**src/rtl/icache_tag_pkg.sv**
```systemverilog
// Shared constants, tag-entry layout, state encoding and address helpers for the I-cache tag controller.
package icache_tag_pkg;

    localparam int unsigned ICACHE_ADDR_W = 32;
    localparam int unsigned ICACHE_OFF_W  = 5;
    localparam int unsigned ICACHE_IDX_W  = 4;
    localparam int unsigned ICACHE_TAG_W  = ICACHE_ADDR_W - ICACHE_OFF_W - ICACHE_IDX_W;
    localparam int unsigned ICACHE_WORD_W = ICACHE_TAG_W + 1;
    localparam int unsigned ICACHE_SETS   = 1 << ICACHE_IDX_W;

    // One macro word: valid bit on top, tag below.
    typedef struct packed {
        logic                    valid;
        logic [ICACHE_TAG_W-1:0] tag;
    } icache_tag_entry_t;

    typedef enum logic [1:0] {
        SWEEP,
        IDLE,
        LOOKUP
    } icache_state_t;

endpackage

```
**src/rtl/icache_tag_ctrl_if.sv**
```systemverilog
// Fetch-side lookup/response and refill handshake bundle.
interface icache_tag_ctrl_if;
    import icache_tag_pkg::*;

    logic                     req_valid;
    logic [ICACHE_ADDR_W-1:0] req_addr;
    logic                     req_ready;
    logic                     resp_valid;
    logic                     resp_hit;
    logic [ICACHE_ADDR_W-1:0] resp_addr;
    logic                     fill_valid;
    logic [ICACHE_ADDR_W-1:0] fill_addr;
    logic                     fill_ready;

    // Fetch unit / refill engine side.
    modport master (
        output req_valid, req_addr, fill_valid, fill_addr,
        input  req_ready, resp_valid, resp_hit, resp_addr, fill_ready
    );

    // Tag controller side.
    modport slave (
        input  req_valid, req_addr, fill_valid, fill_addr,
        output req_ready, resp_valid, resp_hit, resp_addr, fill_ready
    );

endinterface

```
**src/rtl/icache_tag_ctrl.sv**
```systemverilog
// I-cache tag controller: invalidate sweep, refill writes and 1-cycle hit/miss lookups
// in front of a registered-input, combinational-output single-port tag SRAM.
module icache_tag_ctrl
    import icache_tag_pkg::*;
(
    input  logic                     clk,
    input  logic                     rst,
    icache_tag_ctrl_if.slave         bus,
    input  logic                     flush,
    output logic                     busy,
    output logic                     tag_csb0,
    output logic                     tag_web0,
    output logic [ICACHE_IDX_W-1:0]  tag_addr0,
    output logic [ICACHE_WORD_W-1:0] tag_din0,
    input  logic [ICACHE_WORD_W-1:0] tag_dout0
);

    localparam int unsigned TAG_LSB = ICACHE_OFF_W + ICACHE_IDX_W;
    localparam logic [ICACHE_IDX_W-1:0] CNT_LAST = ICACHE_IDX_W'(ICACHE_SETS - 1);

    icache_state_t             state_q, state_d;
    logic [ICACHE_IDX_W-1:0]   cnt_q, cnt_d;
    logic [ICACHE_TAG_W-1:0]   tag_q, tag_d;
    logic [ICACHE_ADDR_W-1:0]  addr_q, addr_d;

    icache_tag_entry_t         entry_rd;
    icache_tag_entry_t         entry_wr;
    logic [ICACHE_IDX_W-1:0]   fill_idx;
    logic [ICACHE_IDX_W-1:0]   req_idx;
    logic [ICACHE_TAG_W-1:0]   req_tag;

    // Address field extraction and entry packing.
    always_comb begin
        fill_idx       = bus.fill_addr[ICACHE_OFF_W +: ICACHE_IDX_W];
        req_idx        = bus.req_addr[ICACHE_OFF_W +: ICACHE_IDX_W];
        req_tag        = bus.req_addr[TAG_LSB +: ICACHE_TAG_W];
        entry_rd       = icache_tag_entry_t'(tag_dout0);
        entry_wr.valid = 1'b1;
        entry_wr.tag   = bus.fill_addr[TAG_LSB +: ICACHE_TAG_W];
    end

    // State, sweep counter and captured lookup; reset restarts the sweep and drops any pending response.
    always_ff @(posedge clk or posedge rst) begin
        if (rst) begin
            state_q <= SWEEP;
            cnt_q   <= '0;
            tag_q   <= '0;
            addr_q  <= '0;
        end else begin
            state_q <= state_d;
            cnt_q   <= cnt_d;
            tag_q   <= tag_d;
            addr_q  <= addr_d;
        end
    end

    // Next state, macro control and handshake/response outputs; priority flush > fill > request.
    always_comb begin
        state_d        = state_q;
        cnt_d          = cnt_q;
        tag_d          = tag_q;
        addr_d         = addr_q;
        busy           = 1'b0;
        bus.req_ready  = 1'b0;
        bus.fill_ready = 1'b0;
        bus.resp_valid = 1'b0;
        bus.resp_hit   = 1'b0;
        bus.resp_addr  = '0;
        tag_csb0       = 1'b1;
        tag_web0       = 1'b1;
        tag_addr0      = '0;
        tag_din0       = '0;

        if (rst) begin
            busy = 1'b1;
        end else begin
            case (state_q)
                SWEEP: begin
                    busy      = 1'b1;
                    tag_csb0  = 1'b0;
                    tag_web0  = 1'b0;
                    tag_addr0 = cnt_q;
                    cnt_d     = ICACHE_IDX_W'(cnt_q + ICACHE_IDX_W'(1));
                    if (cnt_q == CNT_LAST) begin
                        state_d = IDLE;
                    end
                end

                IDLE, LOOKUP: begin
                    if (state_q == LOOKUP) begin
                        bus.resp_valid = 1'b1;
                        bus.resp_hit   = entry_rd.valid && (entry_rd.tag == tag_q);
                        bus.resp_addr  = addr_q;
                    end
                    state_d        = IDLE;
                    bus.fill_ready = !flush;
                    bus.req_ready  = !flush && !bus.fill_valid;

                    if (flush) begin
                        state_d = SWEEP;
                        cnt_d   = '0;
                    end else if (bus.fill_valid) begin
                        tag_csb0  = 1'b0;
                        tag_web0  = 1'b0;
                        tag_addr0 = fill_idx;
                        tag_din0  = entry_wr;
                    end else if (bus.req_valid) begin
                        tag_csb0  = 1'b0;
                        tag_addr0 = req_idx;
                        tag_d     = req_tag;
                        addr_d    = bus.req_addr;
                        state_d   = LOOKUP;
                    end
                end

                default: begin
                    state_d = SWEEP;
                    cnt_d   = '0;
                end
            endcase
        end
    end

endmodule

```
**src/flat_wrapper.sv**
```systemverilog
// flat-port wrapper written by rule: the top's interface ports become plain ports
module icache_tag_ctrl_flat import icache_tag_pkg::*;
  (clk, rst, flush, busy, tag_csb0, tag_web0, tag_addr0, tag_din0, tag_dout0, bus_req_valid, bus_req_addr, bus_fill_valid, bus_fill_addr, bus_req_ready, bus_resp_valid, bus_resp_hit, bus_resp_addr, bus_fill_ready);
  icache_tag_ctrl_if bus_i ();
  input  logic clk;
  input  logic rst;
  input  logic flush;
  output logic busy;
  output logic tag_csb0;
  output logic tag_web0;
  output logic [ICACHE_IDX_W-1:0] tag_addr0;
  output logic [ICACHE_WORD_W-1:0] tag_din0;
  input  logic [ICACHE_WORD_W-1:0] tag_dout0;
  input wire logic [$bits(bus_i.req_valid)-1:0] bus_req_valid;
  input wire logic [$bits(bus_i.req_addr)-1:0] bus_req_addr;
  input wire logic [$bits(bus_i.fill_valid)-1:0] bus_fill_valid;
  input wire logic [$bits(bus_i.fill_addr)-1:0] bus_fill_addr;
  output wire logic [$bits(bus_i.req_ready)-1:0] bus_req_ready;
  output wire logic [$bits(bus_i.resp_valid)-1:0] bus_resp_valid;
  output wire logic [$bits(bus_i.resp_hit)-1:0] bus_resp_hit;
  output wire logic [$bits(bus_i.resp_addr)-1:0] bus_resp_addr;
  output wire logic [$bits(bus_i.fill_ready)-1:0] bus_fill_ready;
  assign bus_i.req_valid = bus_req_valid;
  assign bus_i.req_addr = bus_req_addr;
  assign bus_i.fill_valid = bus_fill_valid;
  assign bus_i.fill_addr = bus_fill_addr;
  assign bus_req_ready = bus_i.req_ready;
  assign bus_resp_valid = bus_i.resp_valid;
  assign bus_resp_hit = bus_i.resp_hit;
  assign bus_resp_addr = bus_i.resp_addr;
  assign bus_fill_ready = bus_i.fill_ready;
  icache_tag_ctrl u_core (.clk(clk), .rst(rst), .bus(bus_i), .flush(flush), .busy(busy), .tag_csb0(tag_csb0), .tag_web0(tag_web0), .tag_addr0(tag_addr0), .tag_din0(tag_din0), .tag_dout0(tag_dout0));
endmodule
```
**config.mk**
```make
export PLATFORM = sky130hd
export DESIGN_NAME = icache_tag_ctrl_flat
export DESIGN_NICKNAME = d
export VERILOG_FILES = /design/src/rtl/icache_tag_pkg.sv /design/src/rtl/icache_tag_ctrl_if.sv /design/src/rtl/icache_tag_ctrl.sv /design/src/flat_wrapper.sv
export SDC_FILE = /design/constraint.sdc
export NUM_CORES = 1
export LEC_CHECK = 0
export ABC_AREA = 1
export CAP_MARGIN = 20
export CORE_ASPECT_RATIO = 0.8
export CORE_MARGIN = 4
export CORE_UTILIZATION = 41
export DETAILED_ROUTE_END_ITERATION = 6
export PLACE_DENSITY = 0.87
export RECOVER_POWER = 100
export REMOVE_ABC_BUFFERS = 1
export SYNTH_ARGS = -nofsm -noshare
export SYNTH_HDL_FRONTEND = slang
export SYNTH_SLANG_ARGS = --single-unit
export TNS_END_PERCENT = 100
```
**constraint.sdc**
```tcl
create_clock -name clk -period 5.4 [get_ports clk]
set_input_delay 1.08 -clock clk [delete_from_list [all_inputs] [get_ports clk]]
set_output_delay 1.08 -clock clk [all_outputs]
set_load 0.005 [all_outputs]
```
=== After elaboration in Yosys (flattened, before gate mapping) ===
Cells that the tools add are included.

* Add/subtract/negate cells: 1
* $mul: 0
* Divide/modulo/power cells: 0
* Magnitude comparators: 0
* Equal/unequal tests: 6
* Shifts and indexed selects: 0
* Mux-type cells: 40
* Bitwise gates (word level): 3
* Reduce and logical (&&, ||, !) cells: 9

{| class="wikitable"
|+ Operators with widths
! operator !! count
|-
| 24-bit 2-to-1 mux || 4
|-
| 32-bit 2-to-1 mux || 3
|-
| 23-bit equality test || 1
|-
| 4-bit 2-to-1 mux || 5
|-
| 1-bit 2-to-1 mux || 19
|-
| 4-bit one-hot mux with 2 select lines || 2
|-
| 2-bit 2-to-1 mux || 4
|-
| 5-bit AND reduction || 1
|-
| 4-bit by 1-bit adder with 4-bit output, second input constant || 1
|-
| 4-bit equality test, second input constant || 1
|-
| 1-bit one-hot mux with 2 select lines || 2
|-
| 2-bit one-hot mux with 2 select lines || 1
|-
| 2-bit AND reduction || 2
|-
| 1-bit NOT || 3
|-
| 2-bit by 1-bit equality test with 1-bit output, second input constant || 1
|-
| 2-bit equality test, second input constant || 1
|-
| 1-bit logical AND || 2
|-
| 1-bit zero test || 2
|-
| 2-bit zero test || 1
|-
| 2-bit by 1-bit != test with 1-bit output, second input constant || 1
|-
| 2-bit != test, second input constant || 1
|-
| 2-bit OR reduction || 1
|}

* Bits in registers: 61
* Bits in latches: 0
* RAM bits: 0
* Bits in read-only memories: 0
* Input port bits: 93
* Output and inout port bits: 67
* Word-level logic and storage cells: 63
* Memories kept: 0

=== Depth between registers and ports, before layout ===
Gate-level depths: netlist of the first run.

* Word-level depth: 5
* Depth in mapped cells: 10

=== Least setup slack after synthesis of the first run ===
No wires, ideal clock.

* Kind: input to output
* Start point: in rst
* End point: out bus_resp_addr[10]
* Data arrival time: 2.599 ns
* Path slack: 1.721 ns
* Stages: 6
* Path buffers: 1
* Cell sequence: inv_1 nand2_1 nor2_1 inv_1 buf_2 nor2_1

* Word-level cells in the longest chain between the ends: 1

{| class="wikitable"
|+ Ends and longest elaborated chain
! element !! RTL line !! RTL
|-
| from (decl) || flat_wrapper.sv:6 || <nowiki>input logic rst;</nowiki>
|-
| 32-bit 2-to-1 mux || icache_tag_ctrl.sv:74 || <nowiki>if (rst) begin</nowiki>
|-
| to (decl) || flat_wrapper.sv:21 || <nowiki>output wire logic [$bits(bus_i.resp_addr)-1:0] bus_resp_addr;</nowiki>
|}

Every way passes these cells.

=== Worst setup path after layout of the first run ===
* Start point: in rst
* End point: out bus_resp_addr[8]

Same word-level chain as after synthesis.

==> results of run 1 <==
==> cell families (layout without fill, tap and decap cells) <==
logic type | after synthesis | after routing
xor gates and xnor gates | 6 | 6
and+or+nand+nor | 253 | 253
buffers and inverters | 106 | 255
DFF | 38 | 38
AOI/OAI and AO/OA | 25 | 25
adders and majority gates | 4 | 4
==> through the flow <==
stage	setup WS [ns]	area, sq um	power (W)	cells	util (%)
floorplan	1.59	2570	0.000799	418	-
global placement	1.08	4230	0.00100	655	69.3
detailed placement	1.07	4230	0.00103	655	69.3
CTS	1.04	4300	0.00122	662	70.5
global route	0.738	4280	0.00130	662	70.1
finish	0.913	4280	0.00119	662	70.1
==> power by group <==
| group | internal (W) | switching, W | total, W |
|---|---|---|---|
| Sequential | 0.000402 | 0.0000921 | 0.000494 |
| Combinational | 0.000236 | 0.000276 | 0.000512 |
| Clock | 0.0000890 | 0.0000923 | 0.000181 |
==> metal layers <==
layer  wire [microns]  global-route usage (%)  vias up
met5                0                       0        -
met4              102                    4.29        0
met3              574                    4.69        8
met2             4410                    40.3      104
met1             3500                    25.6     1368
li1                 -                       -     1560
==> synth_stat cells, drive strengths merged <==
cell type and count:
inv 92, nand2 142, o31ai 1, xnor2 5, dfrtp 38, a21oi 6
or2 1, xor2 1, o211ai 1, clkbuf 1, buf 13, ha 4
nor2 77, nand3 32, nand4 1, o21ai 17
==> layout make-up <==
| class | count | area, sq um | share of cell area, % |
|---|---|---|---|
| clock buffers | 7 | 76.3 | 1.78 |
| well taps | 81 | 101 | 2.37 |
| repair buffers | 156 | 1560 | 36.4 |
| inverters | 92 | 345 | 8.07 |
| flip-flops and latches | 38 | 951 | 22.2 |
| multi-input cells | 288 | 1250 | 29.1 |
==> worst max-delay path, cell delays in order <==
cell and delay, ns:
dlygate4sd3_1 0.61, inv_1 0.08, nand2_1 0.08, nor2_1 0.06
inv_1 0.75, nor2_1 0.11, dlygate4sd3_1 0.63
==> sequential cells by signal, summed over array words and instances, names as in the netlist <==
signal,cells
u_core.cnt_q,4
u_core.tag_q,22
u_core.state_q,2
u_core.addr_q,10
==> worst max-delay path by stage <==
stage	startpoint	endpoint	slack [ns]	cells past startpoint
6_report	rst	bus_resp_addr[8]	0.91	7
5_1_grt	rst	bus_resp_addr[8]	0.74	7
4_1_cts	rst	bus_resp_addr[8]	1.04	7
3_5_place_dp	rst	bus_resp_addr[8]	1.07	7
3_3_place_gp	rst	bus_resp_addr[25]	1.08	7
2_1_floorplan	rst	bus_resp_addr[0]	1.59	5
==> impl_metrics.json, run 1 <==
{
  "fp.coreArea_sq_mm": 0.00610,
  "overflow": 0,
  "htree_levels": 2,
  "setup_tns_ns": 0,
  "synth_mux_area_share_pct": 0,
  "start_kind": "primary input",
  "num-fill-cells": 549,
  "die_x_microns": 98.1,
  "arrival_ns": 3.41,
  "post_drt_wl_per_cell_microns": 13.0,
  "via_count": 3040,
  "clock.fmax_mhz": 223,
  "clock_sinks": 38,
  "nets": 678,
  "row_count": 25,
  "antenna_found_initial": 0,
  "synth_top_family_by_area": "simple AND/OR/NAND/NOR gates",
  "gp_congestion": 0.901,
  "synth-seq-cells": 38,
  "cts_buffers": 5,
  "floorplan.initialDensity_pct": 43.7,
  "area.growth.synth_to_final_pct": 60.5,
  "reg2reg_to": "u_core.addr_q[6]",
  "syn-cell-area_sq_mm": 0.00266,
  "grt_util_all_layers_pct": 21.6,
  "holdWs_ns": 0.480,
  "slew_violations": 0,
  "hold_end": "u_core.tag_q[8]",
  "hpwlAfterDp_mm": 6.69,
  "synthTopCellsByArea": "dfrtp_1, nand2_1, inv_1",
  "wirelength_mm": 8.59,
  "period_share_pct": 83.1,
  "ff2ff_path_depth": 8,
  "final_common_cell": "nand2_1",
  "grt_pass1_wl_mm": 13.9,
  "p_leak_nw": 2.39,
  "synth_top_area_share_pct": 35.7,
  "synth_warnings": 0,
  "powerDensity_mw_per_mm2": 278,
  "grt_max_degree": 42,
  "hold_depth": 2,
  "yosys.area_share.adder_pct": 1.88,
  "post_synth_xor_area_fraction_pct": 1.97,
  "cts-root-buf": "clkbuf_8",
  "postSynthCellCount": 432,
  "antenna_left": 0,
  "ctsHoldBuffers": 0,
  "first_pass_iters": 4,
  "cts_resized": 0,
  "rrSetupSlack_ns": 2.49,
  "hold_viol": 0,
  "io_buffers": 154,
  "irDropWorstVdd_uv": 195,
  "synth-seq-area-share_pct": 35.7,
  "synthSimpleGateAreaFrac_pct": 38.7,
  "holdCritStartpoint": "u_core.tag_q[8]",
  "rsz0062_at_grt": "false",
  "slew_headroom_pct": 18.8,
  "crit_required_ns": 4.32,
  "crit_type": "primary input to output port",
  "yosysTopAreaCell": "dfrtp_1",
  "first_iter_violations": 107,
  "synth.avg_cell_area_sq_um": 6.17,
  "drc": 0,
  "post_synth_num_cell_types": 25,
  "clk_pin_slew_ns": 0.07,
  "hp-class": "flip-flop to flip-flop",
  "layout_common_cells": "nand2_1, inv_1, clkdlybuf4s50_1",
  "setup_viol": 0,
  "critical_path.max_fanout": 32,
  "worst_slew_pin_slew_ns": 1.21,
  "grt_pass1_vias": 3022,
  "die_y_microns": 80.1,
  "rr_startpoint": "u_core.state_q[1]",
  "cts_tree": "yes",
  "synth-compound-area-share_pct": 5.17,
  "drive_gt1_share_pct": 1.72,
  "dieArea_sq_mm": 0.00786,
  "finClkSkew_ns": 0.00356,
  "viasPerCell": 4.59,
  "status": "complete, no violations",
  "clock_latency_ns": 0.28,
  "ioPinCount": 160,
  "end_kind": "output port",
  "min_period_ns": 4.49,
  "post_cts_buffers": 0,
  "antenna_cells": 0,
  "maxCapViolCount": 0,
  "clk_path_buf_depth": 2
}
(Power assumes the default switching activity.)
==> inputs of run 2 (changes only) <==
--- a/config.mk
+++ b/config.mk
@@ -9,9 +9,9 @@
 export CAP_MARGIN = 20
 export CORE_ASPECT_RATIO = 0.8
 export CORE_MARGIN = 4
-export CORE_UTILIZATION = 41
+export CORE_UTILIZATION = 38
 export DETAILED_ROUTE_END_ITERATION = 6
-export PLACE_DENSITY = 0.87
+export PLACE_DENSITY = 0.81
 export RECOVER_POWER = 100
 export REMOVE_ABC_BUFFERS = 1
 export SYNTH_ARGS = -nofsm -noshare
==> constraint.sdc (replaced) <==
create_clock -name clk -period 4.2 [get_ports clk]
set_input_delay 0.84 -clock clk [delete_from_list [all_inputs] [get_ports clk]]
set_output_delay 0.84 -clock clk [all_outputs]
set_load 0.005 [all_outputs]
==> run 2 against run 1 <==
  * Sequential cell count did not move
  * Power rose by 28%
  * Worst setup slack got worse by 0.46 ns
  * Largest power group unchanged
==> impl_metrics.json, run 2 (same netlist as run 1, synthesis figures left out) <==
{
  "fp.coreArea_sq_mm": 0.00686,
  "hpwlAfterDp_mm": 6.32,
  "clk_path_buf_depth": 2,
  "antenna_cells": 0,
  "power_w": 0.00152,
  "worst_slew_pin_slew_ns": 1.17,
  "viasPerCell": 4.48,
  "final_common_cell": "nand2_1",
  "slew_headroom_pct": 21.8,
  "top_register": "u_core.tag_q",
  "place_area_sq_mm": 0.00426,
  "finalNonFillerCells": 672,
  "layout_common_cells": "nand2_1, clkdlybuf4s50_1, inv_1",
  "grt_max_degree": 37,
  "wl_met2_mm": 3.99,
  "drc": 0,
  "htree_levels": 2,
  "combPwrFrac_pct": 42.7,
  "highest_layer": "met4",
  "num-fill-cells": 641,
  "regArea_sq_um": 951,
  "antenna_found_initial": 0,
  "slew_violations": 0,
  "row_count": 27,
  "start_kind": "primary input",
  "finClkSkew_ns": 0.00375,
  "setup_tns_ns": 0,
  "critical_path.max_fanout": 20,
  "p_switching_w": 0.000581,
  "arrival_ns": 2.90,
  "floorplan.initialDensity_pct": 38.8,
  "wirelength_mm": 8.08,
  "min_period_ns": 3.74,
  "clock_latency_ns": 0.28,
  "dp.cells": 665,
  "power.internal_w": 0.000937,
  "holdCritStartpoint": "u_core.tag_q[8]",
  "rsz0062_at_grt": "false",
  "top_regs": "u_core.tag_q x22, u_core.addr_q x10, u_core.cnt_q x4",
  "overflow": 0,
  "nets": 682,
  "p_leak_nw": 2.34,
  "crit_required_ns": 3.36,
  "gp_congestion": 0.854,
  "clock_sinks": 38,
  "dr_wl_met3_microns": 490,
  "end_kind": "output port",
  "period_share_pct": 89.2,
  "wl_met1_mm": 3.54,
  "clk_pin_slew_ns": 0.07,
  "rr_startpoint": "u_core.state_q[1]",
  "grt_pass1_vias": 2962,
  "ctsHoldBuffers": 0,
  "first_pass_iters": 4,
  "status": "complete, no violations",
  "dieArea_sq_mm": 0.00842,
  "crit_type": "primary input to output port",
  "grt_pass1_wl_mm": 13.3,
  "crit_start": "rst",
  "hp-class": "flip-flop to flip-flop",
  "io_buffers": 154,
  "irDropWorstVdd_uv": 193,
  "clock.fmax_mhz": 267,
  "die_y_microns": 82.9,
  "ioPinCount": 160,
  "grt_util_all_layers_pct": 19.0,
  "maxCapViolCount": 0,
  "cts_buffers": 5,
  "hold_viol": 0,
  "cts-root-buf": "clkbuf_8",
  "largest_reg_flops": 22,
  "clkPwrFrac_pct": 15.4,
  "die_x_microns": 102,
  "antenna_left": 0,
  "cts_tree": "yes",
  "powerDensity_mw_per_mm2": 354,
  "power_frac_seq_pct": 42.0,
  "first_iter_violations": 125,
  "design_area_sq_mm": 0.00429,
  "setup_viol": 0,
  "via_count": 3009,
  "drive_gt1_share_pct": 2.05,
  "swShare_pct": 38.3,
  "multi_input_area_sq_mm": 0.00124,
  "post_cts_buffers": 0,
  "cts_resized": 0,
  "holdWs_ns": 0.476,
  "post_drt_wl_per_cell_microns": 12.0,
  "area.growth.synth_to_final_pct": 61.1
}
[run 2: changes by cell type in the layout (fill, tap and decap cells not counted)]
cell | before | now
clkdlybuf4s50_1 | 87 | 101
dlygate4sd3_1 | 67 | 53
clkbuf_2 | 0 | 3
clkbuf_1 | 2 | 4
buf_4 | 2 | 1
clkinv_1 | 0 | 1
inv_1 | 92 | 91
nor2_4 | 0 | 1
nor2_8 | 1 | 0
[run 2: through the flow]
stage          worst slack [ns]  util (%)
2_1_floorplan             0.867         -
3_3_place_gp              0.710      62.2
3_5_place_dp              0.681      62.2
4_1_cts                   0.678      63.3
5_1_grt                   0.277      62.6
6_report                  0.455      62.6
[run 2: path summary, 6_finish.rpt]
| check | cells past startpoint | slack, ns | to |
|---|---|---|---|
| min in group asynchronous | 3 | 1.19 | u_core.cnt_q[2] |
| hold / removal | 2 | 0.48 | u_core.tag_q[8] |
| setup / recovery | 8 | 0.46 | bus_resp_addr[7] |
| max in group asynchronous | 3 | 2.12 | u_core.tag_q[1] |
| hold reg to reg | 2 | 0.48 | u_core.tag_q[8] |
| setup reg to reg | 9 | 1.03 | u_core.addr_q[6] |
[run 2: power by group through the flow]
stage | Clock [W] | Combinational [W] | Sequential [W]
floorplan | 0 | 0.000418 | 0.000610
global placement | 0 | 0.000661 | 0.000631
detailed placement | 0 | 0.000680 | 0.000640
CTS | 0.000243 | 0.000684 | 0.000635
global route | 0.000260 | 0.000748 | 0.000657
finish | 0.000233 | 0.000648 | 0.000637
[run 2: per-layer routing]
| metal | global-route usage [%] | vias to the layer above |
|---|---|---|
| met1 | 24.7 | 1360 |
| met2 | 32.1 | 79 |
| met4 | 3.62 | 0 |
| met5 | 0 | - |
| li1 | - | 1564 |
| met3 | 4.28 | 6 |
[run 2: worst max-delay path, stage by stage]
cell	delay (ns)
dlygate4sd3_1	0.65
clkinv_1	0.14
nand2_1	0.09
nor2_1	0.05
inv_1	0.06
clkbuf_2	0.38
nor2_1	0.08
dlygate4sd3_1	0.60
[run 2: final cells by class]
cell class	count	share of cell area, %
Clock buffer	7	1.78
Timing Repair Buffer	160	36.6
Tap cell	87	2.54
Sequential cell	38	22.2
Multi-Input combinational cell	288	28.8
Inverter	92	8.05
